<file path="config.mk">
export PLATFORM = sky130hd
export DESIGN_NAME = seq_det_param
export DESIGN_NICKNAME = d
export VERILOG_FILES = /design/src/rtl/seq_det_pkg.sv /design/src/rtl/seq_det_hist.sv /design/src/rtl/seq_det_param.sv
export SDC_FILE = /design/constraint.sdc
export NUM_CORES = 1
export LEC_CHECK = 0
export ABC_AREA = 1
export BUFFER_PORTS_ARGS = -buffer_cell sky130_fd_sc_hd__buf_2
export CAP_MARGIN = 20
export CORE_AREA = 2 2 39 41
export CTS_BUF_LIST = sky130_fd_sc_hd__clkbuf_8
export DETAILED_ROUTE_END_ITERATION = 7
export DIE_AREA = 0 0 41 43
export PLACE_DENSITY = 0.72
export SLEW_MARGIN = 20
export SYNTH_ARGS = -nofsm -noshare
export SYNTH_HDL_FRONTEND = slang
export SYNTH_SLANG_ARGS = --single-unit
</file>
<file path="constraint.sdc">
create_clock -name clk -period 1.43 [get_ports clk]
set_clock_uncertainty 0.2 [all_clocks]
set_input_delay 0.0715 -clock clk [delete_from_list [all_inputs] [get_ports clk]]
set_output_delay 0.0715 -clock clk [all_outputs]
set_load 0.01 [all_outputs]
</file>
<file path="src/rtl/seq_det_pkg.sv">
// Shared constants for the parametrised serial sequence detector.
// Holds the default pattern geometry and a helper sizing the history fill counter.
package seq_det_pkg;

  localparam int PAT_W_DEF = 4;
  localparam int CNT_W_DEF = 8;
  localparam logic [3:0] PAT_DEF = 4'b1001;

  // fill counts 0..PAT_W-1, so clog2(PAT_W) bits suffice; keep at least one bit
  function automatic int fill_width(input int pat_w);
    return (pat_w <= 2) ? 1 : $clog2(pat_w);
  endfunction

  localparam int FILL_W = fill_width(PAT_W_DEF);

endpackage

</file>
<file path="src/rtl/seq_det_hist.sv">
// Shift window of the last PAT_W-1 accepted bits plus a saturating fill counter.
// full marks that every history bit came from the current stream (no stale bits).
module seq_det_hist
  import seq_det_pkg::*;
#(
  parameter int PAT_W = PAT_W_DEF
) (
  input  logic             clk,
  input  logic             reset,
  input  logic             shift,
  input  logic             clear,
  input  logic             restart,
  input  logic             xin,
  output logic [PAT_W-1:0] w,
  output logic             full
);

  localparam int FW = fill_width(PAT_W);
  localparam logic [FW-1:0] FILL_MAX = FW'(PAT_W - 1);

  logic [PAT_W-2:0] hist;
  logic [FW-1:0]    fill;

  assign w    = {hist, xin};
  assign full = (fill == FILL_MAX);

  // restart empties fill but still shifts, so a non-overlapping hit needs PAT_W fresh bits
  always_ff @(posedge clk) begin
    if (reset || clear) begin
      hist <= '0;
      fill <= '0;
    end else if (shift) begin
      hist <= w[PAT_W-2:0];
      if (restart)
        fill <= '0;
      else if (!full)
        fill <= fill + FW'(1);
    end
  end

endmodule

</file>
<file path="src/rtl/seq_det_param.sv">
// Parametrised serial sequence detector: reloadable pattern, overlap select, sample enable.
// Define SEQ_DET_CNT_EN to add the saturating match_cnt output.
module seq_det_param
  import seq_det_pkg::*;
#(
  parameter int               PAT_W   = PAT_W_DEF,
  parameter logic [PAT_W-1:0] PAT_RST = PAT_W'(PAT_DEF)
`ifdef SEQ_DET_CNT_EN
  , parameter int             CNT_W   = CNT_W_DEF
`endif
) (
  input  logic             clk,
  input  logic             reset,
  input  logic             xin,
  input  logic             en,
  input  logic             overlap,
  input  logic             pat_load,
  input  logic [PAT_W-1:0] pat_in,
  output logic             y
`ifdef SEQ_DET_CNT_EN
  , output logic [CNT_W-1:0] match_cnt
`endif
);

  logic [PAT_W-1:0] pat;
  logic [PAT_W-1:0] w;
  logic             full;
  logic             accept;
  logic             hit;

  // a load on the same edge as a sample wins and the sample is dropped
  assign accept = en && !pat_load;
  assign hit    = accept && full && (w == pat);

  seq_det_hist #(.PAT_W(PAT_W)) u_hist (
    .clk     (clk),
    .reset   (reset),
    .shift   (accept),
    .clear   (pat_load),
    .restart (hit && !overlap),
    .xin     (xin),
    .w       (w),
    .full    (full)
  );

  always_ff @(posedge clk) begin
    if (reset) begin
      pat <= PAT_RST;
      y   <= 1'b0;
    end else begin
      if (pat_load)
        pat <= pat_in;
      y <= hit;
    end
  end

`ifdef SEQ_DET_CNT_EN
  always_ff @(posedge clk) begin
    if (reset || pat_load)
      match_cnt <= '0;
    else if (hit && (match_cnt != {CNT_W{1'b1}}))
      match_cnt <= match_cnt + CNT_W'(1);
  end
`endif

endmodule
</file>
# Word-level counts from Yosys, hierarchy flattened
# Index checks and enable logic that the tools add are counted.
# W data, S select, Z words.
# totals
word_cells	18
rom_bits	0
reg_bits	10
n_memories	0
input_bits	10
latchBits	0
output_inout_bits	1
ram_bits	0
# classes
div_mod_pow	0
mux	2
magnitude_cmp	0
shift	0
bitwise	0
eq_ne	3
addsub	1
mul	0
reduce_logical	8
# ops
operator	count
$eq A4 B4 Y1	1
$logic_and A1 B1 Y1	4
$mux W2	2
$add A2 B1 Y2 const B	1
$eq A2 B2 Y1 const B	1
$logic_not A1 Y1	2
$ne A2 B1 Y1 const B	1
$reduce_and A2 Y1	1
$logic_or A1 B1 Y1	1

# Logic depth before layout (Yosys ltp)
# logic_depth
ltp_word	7
ltp_mapped	9
ltp_nobuf	9

# Modules after synthesis
# From an unflattened synthesis, not the netlist that was laid out.
# unflattened
hier_cells	75
hier_area_um2	486.7
# modules_own_cells
mod	cells_each	seq_area_each_um2	area_each_um2	n_inst
seq_det_param	43	100.1	256.5	1
seq_det_hist	32	100.1	230.2	1

# Worst setup path after synthesis
# OpenSTA, ideal clock, no wires.
# synth_path
path_type	register to register
from	register u_hist.fill[0]
to	register u_hist.fill[1]
setup_slack_ns	0.021
path_stages_with_launch	9
setup_ns	0.113
period_less_slack_ns	1.409
t_arrival_ns	1.096
path_cell_list	dfxtp_1 ha_1 nand3_2 nor2_2 nand4_2 nand2_2 nand3_1 nand2_1 nor2_1
# synth_between
elab_chain_len	6
word_cells_on_any_way	9
# synth_rtl
item	line_no	text
start: declaration	seq_det_hist.sv:22	logic [FW-1:0] fill;
start signal: assignment	seq_det_hist.sv:37	fill <= fill + FW'(1);
$eq A2 B2 Y1	seq_det_hist.sv:25	assign full = (fill == FILL_MAX);
$logic_and A1 B1 Y1 (2 in series)	seq_det_param.sv:33	assign hit = accept && full && (w == pat);
$logic_and A1 B1 Y1	seq_det_param.sv:40	.restart (hit && !overlap),
$ne A2 B1 Y1 (no source line)	-	
$reduce_and A2 Y1 (no source line)	-	
# Parallel ways exist; a longest one is shown, timed or not. The select of a mux whose other input is x is not followed.
# A chain may end at the register's enable or synchronous reset.

# Worst setup path after layout
# layout_path
from	register u_hist.fill[1]
to	register u_hist.fill[0]
# layout_between
elab_chain_len	6
word_cells_on_any_way	7
# layout_rtl
item	line_no
$eq A2 B2 Y1 *	seq_det_hist.sv:25
$logic_and A1 B1 Y1 (2 in series)	seq_det_param.sv:33
$logic_and A1 B1 Y1	seq_det_param.sv:40
$ne A2 B1 Y1 (no source line)	-
$reduce_and A2 Y1 (no source line)	-
# Every way passes the cells marked *; elsewhere a longest branch is shown, timed or not.

==> impl_metrics.ini <==
[route]
wl_per_cell_um = 11.4
routed_wl_um = 1300
drt_iter0_drc = 3
remaining_drc_errors = 0
dr.pass1.iters = 4
vias = 534
antenna_left = 0
viasPerCell = 4.68

[timing]
slew_headroom = 0.807
fin_ws_ns = 0.0396
hold_viol = 0
timing.hold.ws_ns = 0.0287
worst_slew_pin_slew_ns = 0.288
period_share = 0.972
rsz0062_at_grt = true
drv_slew = 0
period_minus_slack_ns = 1.39
fmax_mhz = 719
final.setup.tns_ns = 0
finalSetupViolCount = 0

[setup_path]
worst_setup_path_start_kind = flip-flop
reg2reg_depth = 8
cpMaxStageDelayCell = dfxtp_2
path_cells = ha_4 > nand3_4 > nor2_4 > nand4_4 > nand2_4 > nand3_1 > nand2_1 > nor2_1
crit_type = flip-flop to flip-flop
cp.arrival_ns = 1.33
r2r-end = u_hist.fill[0]$_SDFFE_PP0P_
critical_path.top_delay_family = simple AND/OR/NAND/NOR gates
cp_max_fo = 3
rrSetupSlack_ns = 0.04
worst_path_largest_cell_delay_ns = 0.35
setup.worst_path.end_class = flip-flop
r2r_start = u_hist.fill[1]$_SDFFE_PP0P_
cp.required_ns = 1.37
cp_num_buf_inv = 0

[place]
post-place-ws_ns = -0.0255
dpl.hpwl_um = 758
placed_area_um2 = 574
portBuffers = 10
routabilityCongestion = 0.771

[cts]
clock_latency_ns = 0.24
path_clk_slew_ns = 0.05
tritoncts = yes
clockRootBuffer = clkbuf_8
clockBufferDepth = 2
cts-htree-levels = 1
cts_inserted_buffers = 3
cts.sinks = 10

[power]
ir_drop_v = 0.000581
p_switching_mw = 0.194
p_leak_nw = 0.376
internal-power_mw = 0.595
pwr-share-seq = 0.386
swShare = 0.246
pwr-share-comb = 0.153
pwr-share-clk = 0.461
power.density_mw_per_mm2 = 956

[grt]
grt_pass1_wl_um = 2130
track_usage = 0.181
grt_max_degree = 7
grt_overflow_total = 0
grt_pass1_vias = 522
antenna_found_initial = 0

[synth]
synth_fp_nets = 81
avgSynthCellArea_um2 = 7.15
ys_types = 18
synth_top_cells_by_area = dfxtp_1 40%, inv_1 9.0%, nand2_1 9.0%, o21ai_0 7.0%, nor2_1 5.3%
netlist_instances = 70
yosysTopAreaCell = dfxtp_1
synth_top_area_frac = 0.400
synth.cell_area_um2 = 500
ys.flop_type = dfxtp_1
synthArstFlopShare = 0
yosys-top-cells-count = 12 x inv_1, 12 x nand2_1, 10 x dfxtp_1
yosysWarnings = 0
ys_ff_latch = 10
synth_edf_count = 0
ys_seq_area_frac = 0.400

[layout]
multiInputGateArea_um2 = 300
fill_cells = 109
final_util = 0.597
syn_to_final_growth_pct = 65.0
nNetsFinal = 110
layout-drive-gt1-share = 0.378
regArea_um2 = 205
design_area_um2 = 826
antenna_cells = 0

[die]
die_y_um = 43
core_mm2 = 0.00138
initial_utilization = 0.362
io_pins = 11
dieWidth_um = 41
core.rowCount = 14
die_area_mm2 = 0.00176

[hold_path]
min_from = pat_load
whs_path_depth = 3
hold_class = input pin to flip-flop
worstHoldEndpoint = pat[2]$_SDFFE_PP0P_

[job]
drv_cap = 0

[run_status]
status = complete, no violations
## layout make-up
cell class                      instances  share of cell area
Sequential cell                        10               0.248
Tap cell                               16              0.0242
Inverter                               14              0.0667
Multi-Input combinational cell         45               0.364
Timing Repair Buffer                   25               0.230
Clock buffer                            4              0.0667
## cells in the final DEF (no fill, tap or decap), drive strengths merged
cell type / netlist / routed
inv: 14 / 14
buf: 1 / 14
nand2: 13 / 13
dlygate4sd3: 0 / 11
nor2: 10 / 10
dfxtp: 10 / 10
o21ai: 7 / 7
a21oi: 6 / 6
nand3: 5 / 5
clkbuf: 0 / 4
xnor2: 1 / 1
nand4: 1 / 1
nor3: 1 / 1
ha: 1 / 1
## kinds of logic after synthesis
kind of cell	Yosys count	share of synthesized area
buffers and inverters	15	0.132
xor gates and xnor gates	1	0.0175
and+or+nand+nor	30	0.288
adders and majority gates	1	0.0250
AOI/OAI and AO/OA	13	0.137
DFF	10	0.400
## per-layer routing
layer / track usage / up-vias / wire length (µm)
met2: 0.275 / 13 / 678
met4: 0.120 / 0 / 14
met1: 0.217 / 238 / 550
met5: 0 / - / 0
met3: 0.0366 / 4 / 52
li1: - / 279 / -
## state kept, by name (all words and copies together) (netlist names)
name	flops
y	1
pat	4
u_hist.fill	2
u_hist.hist	3
## stage by stage
| stage | std cells | total power, mW |
|---|---|---|
| 2_1_floorplan | 70 | 0.359 |
| 3_3_place_gp | 97 | 0.382 |
| 3_5_place_dp | 97 | 0.384 |
| 4_1_cts | 112 | 0.770 |
| 5_1_grt | 114 | 0.814 |
| 6_report | 114 | 0.790 |
## worst max path at each step
stage,startpoint,end,slack (ns),cells past startpoint
global placement,u_hist.fill[0]$_SDFFE_PP0P_,u_hist.fill[1]$_SDFFE_PP0P_,0.03,8
global route,u_hist.fill[1]$_SDFFE_PP0P_,u_hist.fill[0]$_SDFFE_PP0P_,-0.03,8
detailed placement,u_hist.fill[1]$_SDFFE_PP0P_,u_hist.fill[0]$_SDFFE_PP0P_,-0.03,8
finish,u_hist.fill[1]$_SDFFE_PP0P_,u_hist.fill[0]$_SDFFE_PP0P_,0.04,8
CTS,u_hist.fill[1]$_SDFFE_PP0P_,u_hist.fill[0]$_SDFFE_PP0P_,0.001,8
floorplan,u_hist.fill[0]$_SDFFE_PP0P_,u_hist.fill[1]$_SDFFE_PP0P_,0.02,8
## worst register-to-register path, stage by stage (launching register included)
cell	delay, ns
dfxtp_2	0.35
ha_4	0.16
nand3_4	0.07
nor2_4	0.14
nand4_4	0.11
nand2_4	0.09
nand3_1	0.06
nand2_1	0.07
nor2_1	0.04
## power by group through the flow
stage                     combinational [mW]  sequential (mW)  clock (mW)
final                                  0.121            0.305       0.364
after global routing                   0.135            0.306       0.373
after CTS                              0.102            0.302       0.366
after detailed placement              0.0774            0.307           0
after global placement                0.0758            0.306           0
after floorplan                       0.0536            0.305           0
## repair_timing
item	4_1_cts	5_1_grt
hold endpoints to repair	9	0
setup buffers	0	2
pin swaps	2	6
hold buffers	11	0
gates resized for setup	3	14
endpoints found under the setup margin	2	2
Power figures use the tool's default switching activity.
